`src/rtl/pid_pkg.sv`:
```
// Shared widths, limits and signed types for the incremental PID controller.
package pid_pkg;

  localparam int unsigned DATA_W = 10;
  localparam int unsigned GAIN_W = 4;
  localparam int unsigned OUT_W  = 15;
  localparam int unsigned ERR_W  = DATA_W + 1;
  localparam int unsigned ACC_W  = OUT_W + 4;

  localparam int OUT_MAX = (2 ** (OUT_W - 1)) - 1;
  localparam int OUT_MIN = -(2 ** (OUT_W - 1));

  typedef logic signed [ERR_W-1:0] err_t;
  typedef logic signed [ACC_W-1:0] acc_t;
  typedef logic signed [OUT_W-1:0] out_t;

endpackage

```
`src/rtl/pid_sat.sv`:
```
// Combinational signed saturator: clamps an IN_W-bit value into the O_W-bit signed range.
module pid_sat #(
  parameter int unsigned IN_W = 19,
  parameter int unsigned O_W  = 15
) (
  input  logic signed [IN_W-1:0] sum_i,
  output logic signed [O_W-1:0]  sat_o
);

  localparam logic signed [IN_W-1:0] MAX_V = {{(IN_W-O_W+1){1'b0}}, {(O_W-1){1'b1}}};
  localparam logic signed [IN_W-1:0] MIN_V = {{(IN_W-O_W+1){1'b1}}, {(O_W-1){1'b0}}};

  always_comb begin
    sat_o = sum_i[O_W-1:0];
    if (sum_i > MAX_V) begin
      sat_o = MAX_V[O_W-1:0];
    end else if (sum_i < MIN_V) begin
      sat_o = MIN_V[O_W-1:0];
    end
  end

endmodule

```
`src/rtl/pid_controller.sv`:
```
// Velocity-form PID: u(k) = sat(u(k-1) + kp*(e0-e1) + ki*e0 + kd*(e0-2e1+e2)).
module pid_controller
  import pid_pkg::*;
(
  input  logic                     clk,
  input  logic                     rst_n,
  input  logic signed [DATA_W-1:0] target,
  input  logic signed [DATA_W-1:0] y,
  input  logic        [GAIN_W-1:0] kp,
  input  logic        [GAIN_W-1:0] ki,
  input  logic        [GAIN_W-1:0] kd,
  output logic signed [OUT_W-1:0]  uk0
);

  err_t e1_q, e1_d;
  err_t e2_q, e2_d;
  out_t uk0_q, uk0_d;

  err_t e0;
  acc_t e0_x, e1_x, e2_x;
  acc_t kp_x, ki_x, kd_x;
  acc_t d_p, d_d, du, sum;

  // All arithmetic runs in the accumulator width, wide enough that nothing wraps
  always_comb begin
    e0   = ERR_W'(target) - ERR_W'(y);
    e0_x = ACC_W'(e0);
    e1_x = ACC_W'(e1_q);
    e2_x = ACC_W'(e2_q);
    kp_x = ACC_W'({1'b0, kp});
    ki_x = ACC_W'({1'b0, ki});
    kd_x = ACC_W'({1'b0, kd});
    d_p  = e0_x - e1_x;
    d_d  = e0_x - e1_x - e1_x + e2_x;
    du   = (kp_x * d_p) + (ki_x * e0_x) + (kd_x * d_d);
    sum  = ACC_W'(uk0_q) + du;
  end

  pid_sat #(
    .IN_W (ACC_W),
    .O_W  (OUT_W)
  ) u_sat (
    .sum_i (sum),
    .sat_o (uk0_d)
  );

  always_comb begin
    e1_d = e0;
    e2_d = e1_q;
  end

  // Saturated output is fed back so the accumulator never winds up
  always_ff @(posedge clk or posedge rst_n) begin
    if (rst_n) begin
      uk0_q <= '0;
      e1_q  <= '0;
      e2_q  <= '0;
    end else begin
      uk0_q <= uk0_d;
      e1_q  <= e1_d;
      e2_q  <= e2_d;
    end
  end

  assign uk0 = uk0_q;

endmodule

```
`config.mk`:
```
export PLATFORM = sky130hd
export DESIGN_NAME = pid_controller
export DESIGN_NICKNAME = d
export VERILOG_FILES = /design/src/rtl/pid_pkg.sv /design/src/rtl/pid_sat.sv /design/src/rtl/pid_controller.sv
export SDC_FILE = /design/constraint.sdc
export NUM_CORES = 1
export LEC_CHECK = 0
export ABC_AREA = 1
export BUFFER_PORTS_ARGS = -buffer_cell sky130_fd_sc_hd__buf_2
export CAP_MARGIN = 20
export CORE_ASPECT_RATIO = 0.7
export CORE_MARGIN = 4
export CORE_UTILIZATION = 40
export CTS_BUF_LIST = sky130_fd_sc_hd__clkbuf_16
export CTS_CLUSTER_DIAMETER = 40
export DETAILED_ROUTE_END_ITERATION = 10
export PLACE_DENSITY = 0.67
export SLEW_MARGIN = 20
export SYNTH_ARGS = -nofsm -noshare
export SYNTH_HDL_FRONTEND = slang
export SYNTH_HIERARCHICAL = 1
export SYNTH_SLANG_ARGS = --single-unit
```
`constraint.sdc`:
```
create_clock -name clk -period 8.5 [get_ports clk]
set_input_delay 1.275 -clock clk [delete_from_list [all_inputs] [get_ports clk]]
set_output_delay 1.275 -clock clk [all_outputs]
set_load 0.01 [all_outputs]
```
## After elaboration in Yosys (flattened, before gate mapping)

Cells that the tools add are included.

| storage, ports and cells | value |
|---|---|
| bits in registers | 37 |

| cells by class | value |
|---|---|
| $add $sub $neg | 7 |
| multiplexer cells | 2 |
| multipliers | 3 |
| $lt $le $gt $ge | 2 |

Operator list:

| cell | number |
|---|---|
| 2-to-1 mux 15 bit | 2 |
| adder 15 x 19 -> 19 bit | 1 |
| adder 18 x 19 -> 19 bit | 1 |
| > comparator 19 x 15 -> 1 bit, second input constant | 1 |
| less-than comparator 19 x 15 -> 1 bit, second input constant | 1 |
| multiplier 5 x 14 -> 19 bit | 1 |
| adder 17 x 16 -> 18 bit | 1 |
| multiplier 5 x 12 -> 17 bit | 1 |
| multiplier 5 x 11 -> 16 bit | 1 |
| adder 13 x 11 -> 14 bit | 1 |
| subtractor 12 x 11 -> 13 bit | 1 |
| subtractor 11 x 11 -> 12 bit | 1 |
| subtractor 10 x 10 -> 11 bit | 1 |

## Depth between registers and ports, before layout

| depth | value |
|---|---|
| word-level depth | 10 |
| depth in mapped cells | 54 |
| depth with buffers taken out | 53 |

## Hierarchy

Netlist, hierarchy kept.

Modules (own cells, without submodules):

| module | area an instance (um^2) | cells an instance | times used |
|---|---|---|---|
| pid_controller | 9,542.9 | 1,201 | 1 |
| pid_sat | 161.4 | 37 | 1 |

## Worst setup path after synthesis

OpenSTA, ideal clock, no wires.

| timing path | value |
|---|---|
| kind | input to register |
| start point | in target[0] |
| end point | reg uk0_q[10] (netlist: uk0[10]) |
| buffers on the path | 1 |
| required time | 8.382 ns |
| library setup time | 0.118 ns |
| stages | 46 |
| data arrival time | 9.789 ns |
| slack | -1.407 ns |
| path through | inv_1 ha_1 fa_1 inv_1 nand3_1 nand2_1 nand4_1 nand2_1 xor2_1 inv_1 ha_1 inv_1 o21ai_0 a21oi_1 nand3_1 nand2_1 nand2_1 inv_2 [... 10 more ...] fa_1 inv_1 fa_1 fa_1 fa_1 fa_1 inv_1 ha_1 a21oi_1 o21bai_1 a21oi_1 nand2_1 nand2_1 nand2_1 nor2_1 a21o_1 buf_4 nand2_1 |

| between the ends | value |
|---|---|
| word-level cells in the longest chain between the ends | 10 |
| elaborated cells on any way between the ends | 14 |

Ends and longest elaborated chain:

| item | RTL line | RTL |
|---|---|---|
| start: declaration | pid_controller.sv:7 | `input logic signed [DATA_W-1:0] target,` |
| subtractor 10 x 10 -> 11 bit * | pid_controller.sv:26 | `e0 = ERR_W'(target) - ERR_W'(y);` |
| net e0[8] | pid_controller.sv:19 | `err_t e0;` |
| subtractor 11 x 11 -> 12 bit | pid_controller.sv:33, pid_controller.sv:34 |  |
| subtractor 12 x 11 -> 13 bit | pid_controller.sv:34 | `d_d = e0_x - e1_x - e1_x + e2_x;` |
| adder 13 x 11 -> 14 bit | pid_controller.sv:34 |  |
| multiplier 5 x 14 -> 19 bit | pid_controller.sv:35 | `du = (kp_x * d_p) + (ki_x * e0_x) + (kd_x * d_d);` |
| adder 18 x 19 -> 19 bit * | pid_controller.sv:35 |  |
| adder 15 x 19 -> 19 bit * | pid_controller.sv:36 | `sum = ACC_W'(uk0_q) + du;` |
| net sum[17] | pid_controller.sv:22 | `acc_t d_p, d_d, du, sum;` |
| less-than comparator 19 x 15 -> 1 bit | pid_sat.sv:17 | `end else if (sum_i < MIN_V) begin` |
| 2-to-1 mux 15 bit | pid_sat.sv:17 |  |
| 2-to-1 mux 15 bit * | pid_sat.sv:15 | `if (sum_i > MAX_V) begin` |
| net uk0_d[10] | pid_controller.sv:17 | `out_t uk0_q, uk0_d;` |
| end signal: assignment | pid_controller.sv:59 | `uk0_q <= uk0_d;` |
| end: declaration | pid_controller.sv:17 |  |

Mark *: on every way through the listed nets, which the timed path passes. The rest lies on a longest branch.

## Final worst setup path

| timing path | value |
|---|---|
| start point | in y[5] |
| end point | reg uk0_q[6] (netlist: uk0[6]) |

| between the ends | value |
|---|---|
| word-level cells in the longest chain between the ends | 10 |
| elaborated cells on any way between the ends | 14 |

Ends and longest elaborated chain:

| item | RTL line | RTL |
|---|---|---|
| start: declaration | pid_controller.sv:8 | `input logic signed [DATA_W-1:0] y,` |
| subtractor 10 x 10 -> 11 bit * | pid_controller.sv:26 |  |
| net e0[6] | pid_controller.sv:19 |  |
| subtractor 11 x 11 -> 12 bit | pid_controller.sv:33, pid_controller.sv:34 |  |
| subtractor 12 x 11 -> 13 bit | pid_controller.sv:34 |  |
| adder 13 x 11 -> 14 bit | pid_controller.sv:34 |  |
| multiplier 5 x 14 -> 19 bit | pid_controller.sv:35 |  |
| adder 18 x 19 -> 19 bit * | pid_controller.sv:35 |  |
| adder 15 x 19 -> 19 bit * | pid_controller.sv:36 |  |
| net sum[17] | pid_controller.sv:22 |  |
| less-than comparator 19 x 15 -> 1 bit | pid_sat.sv:17 |  |
| 2-to-1 mux 15 bit | pid_sat.sv:17 |  |
| 2-to-1 mux 15 bit * | pid_sat.sv:15 |  |
| net uk0_d[6] | pid_controller.sv:17 |  |

Marks and branches as above.

==> flow_summary.ini <==
[synthesis]
synth.yosys.warnings = 6
syn-instance-count = 1238
synthesis.area_um2 = 9700
synth_sequential_area_ratio_pct = 9.54
syn-mean-instance-area_um2 = 7.84
syn_nets = 1550
yosysUniqueCellTypes = 37
ys_ff_latch = 37

[die]
core_um2 = 23800
floorplan.io_pins = 49
die_w_um = 194
fp.dieArea_um2 = 26900
row_count = 47
floorplan.initialDensity_pct = 40.8
die-height_um = 138

[detailed_routing]
post_drt_wl_per_cell_um = 15.2
routed_wirelength_um = 27300
detailroute.via_count = 8467
drt-pass1-iter-count = 5
drtAntennaViolNets = 0
drc_errors = 0
drt_iter0_markers = 587
routed_via_density = 4.72

[timing]
timing_worst_slew_pin_value_ns = 0.532
grt_setup_unrepaired = yes
setup_viol_count_final = 15
max_slew_headroom_pct = 64.5
slew_viol_final = 0
final_critical_path_setup_slack_ns = -1.24
hold_viol_final = 0
final_period_minus_worst_setup_slack_ns = 9.74
final.hold.worst_slack_ns = 0.377
post-route-period-util_pct = 115
timing.clock.skew_ns = 0.00651
clock.fmax_mhz = 103

[finish]
sequential_standard_cell_area_um2 = 926
fraction_of_final_layout_cells_with_drive_strength_greater_than_1_pct = 32.9
area_taken_by_multi_input_logic_gates_um2 = 8490
area_growth_syn_to_layout_pct = 35.4
post-route-cell-area_um2 = 13100
nets = 1784
fill_cells = 2181

[clock_tree]
root_buffer = sky130_fd_sc_hd__clkbuf_16
clk-insertion-delay-late_ns = 0.31
clock-sinks = 37
cts_tree = done
ctsHoldBuffers = 0
htreeDepth = 2
worst_setup_hold_path_clk_slew_ns = 0.07
max-clock-path-buffers = 2
cts_made_buffers = 5

[global_routing]
pin_count_of_the_biggest_net_entering_global_routing = 38
grt.total_usage_pct = 20.9
grt_pass1_vias = 8913
overflow = 0
grt_antenna_before_repair = 1
grt_pass1_wl_um = 45700

[placement]
port-buffer-count = 48
dp_hpwl_um = 23000
gp_congestion = 0.943
placed_cell_area_um2 = 12000

[run]
maximum_capacitance_violations = 0

[outcome]
failing_checks = negative setup slack
run_status = finished, violations left

[worst_setup_path]
worstPathMaxFanout = 7
critical_path.slowest_cell = sky130_fd_sc_hd__fa_1
critPathCaptureType = register
cell_repeated_most_along_the_worst_path = sky130_fd_sc_hd__fa_1
setup.worst_path.class = input pin to register
timing.critical_path.slowest_cell_delay_ns = 0.58
startpoint_type_of_the_worst_setup_path = input pin
crit_required_ns = 8.74
worst_ep_arrival_time_ns = 9.98

[worst_hold_path]
holdCritPathClass = register to register
[cell usage in the layout, fill, tap and decap left out, drive strengths merged, types with 11 or more instances in the layout]
master,n
a21oi,37
buf,242
dfrtp,37
fa,171
ha,107
inv,363
nand2,230
nand3,63
nand4,11
nor2,121
o21ai,20
or2,12
xor2,22
[synth_stat cells (all sizes together)]
master  number  area share [%]
o21a         1           0.077
nor3         5            0.36
buf          3            0.24
o21bai       6            0.46
fa         171              35
nand4       11            0.71
xnor2        7            0.71
dfrtp       37             9.5
a31oi        3            0.19
nor4         2            0.13
o21ai       20             1.1
xor2        22             2.1
a21boi       1           0.077
nor2       121             4.7
or2         12            0.80
nand3       63             3.6
clkbuf      12            0.46
a21oi       37             2.3
ha         107              14
nand2      230             9.1
a21o         3            0.23
inv        363              14
nand3b       1           0.077
[worst max-delay path, delay by kind of cell]
family / cells / cell delay [ns]
adder cells (fa/ha/maj): 11 / 4.71
AND/OR/NAND/NOR: 21 / 2.04
buffers and inverters: 14 / 1.11
AO/OA/AOI/OAI: 4 / 0.64
XOR/XNOR: 1 / 0.15
[sequential cells by signal, indices dropped and copies added (netlist names)]
| signal | cells |
|---|---|
| uk0 | 15 |
| e1_q | 11 |
| e2_q | 11 |
[kinds of logic after synthesis]
logic type               count (synthesis)  share of synthesized area [%]
AND/OR/NAND/NOR                        445                           19.4
XOR/XNOR                                29                           2.77
buffers and inverters                  378                           14.7
adder cells (fa/ha/maj)                278                           49.1
flip-flops                              37                           9.54
AO/OA/AOI/OAI                           71                           4.45
[metrics by stage]
step / setup slack, ns / std cells / util (%) / TNS [ns]
after global placement: -1.97 / 1754 / 50.4 / -28.75
final: -1.24 / 1792 / 55.3 / -17.61
after global routing: -1.64 / 1792 / 55.3 / -23.54
after floorplan: -0.925 / 1238 / - / -13.00
after detailed placement: -2.04 / 1754 / 50.4 / -29.60
after CTS: -1.18 / 1787 / 53.5 / -17.12
[final timing paths]
kind	startpoint	endpoint	slack [ns]	cells after the start
max	y[5]	uk0[6]$_DFF_PP0_	-1.24	51
min	e1_q[10]$_DFF_PP0_	e2_q[10]$_DFF_PP0_	0.38	0
max reg2reg	e1_q[0]$_DFF_PP0_	uk0[6]$_DFF_PP0_	0.09	39
min reg2reg	e1_q[10]$_DFF_PP0_	e2_q[10]$_DFF_PP0_	0.38	0
max in group asynchronous	rst_n	uk0[12]$_DFF_PP0_	7.05	3
min in group asynchronous	rst_n	e1_q[2]$_DFF_PP0_	1.08	3
[metal layers]
layer	up-vias	track usage [%]	part of all wire, %
met5	-	0	0
met4	0	3.03	0.92
met3	22	2.68	5.1
met2	184	32.2	44
met1	4164	32.2	50
li1	4097	-	-
[what timing repair did]
item,4_1_cts,5_1_grt
buffers inserted,24,5
endpoints found under the setup margin,15,15
gates cloned,1,0
pin swaps,50,60
resized for setup,79,101
[area by class of cell]
class	count	area share, %
clock inverters	3	0.524
well taps	318	3.03
diodes	1	0.0190
clock buffers	5	0.952
flip-flops and latches	37	7.04
repair buffers	242	13.4
multi-input cells	823	64.6
inverters	363	10.5
Power is not shown: default switching activity piles up to over one toggle a cycle in this logic, so the estimate is an artifact.
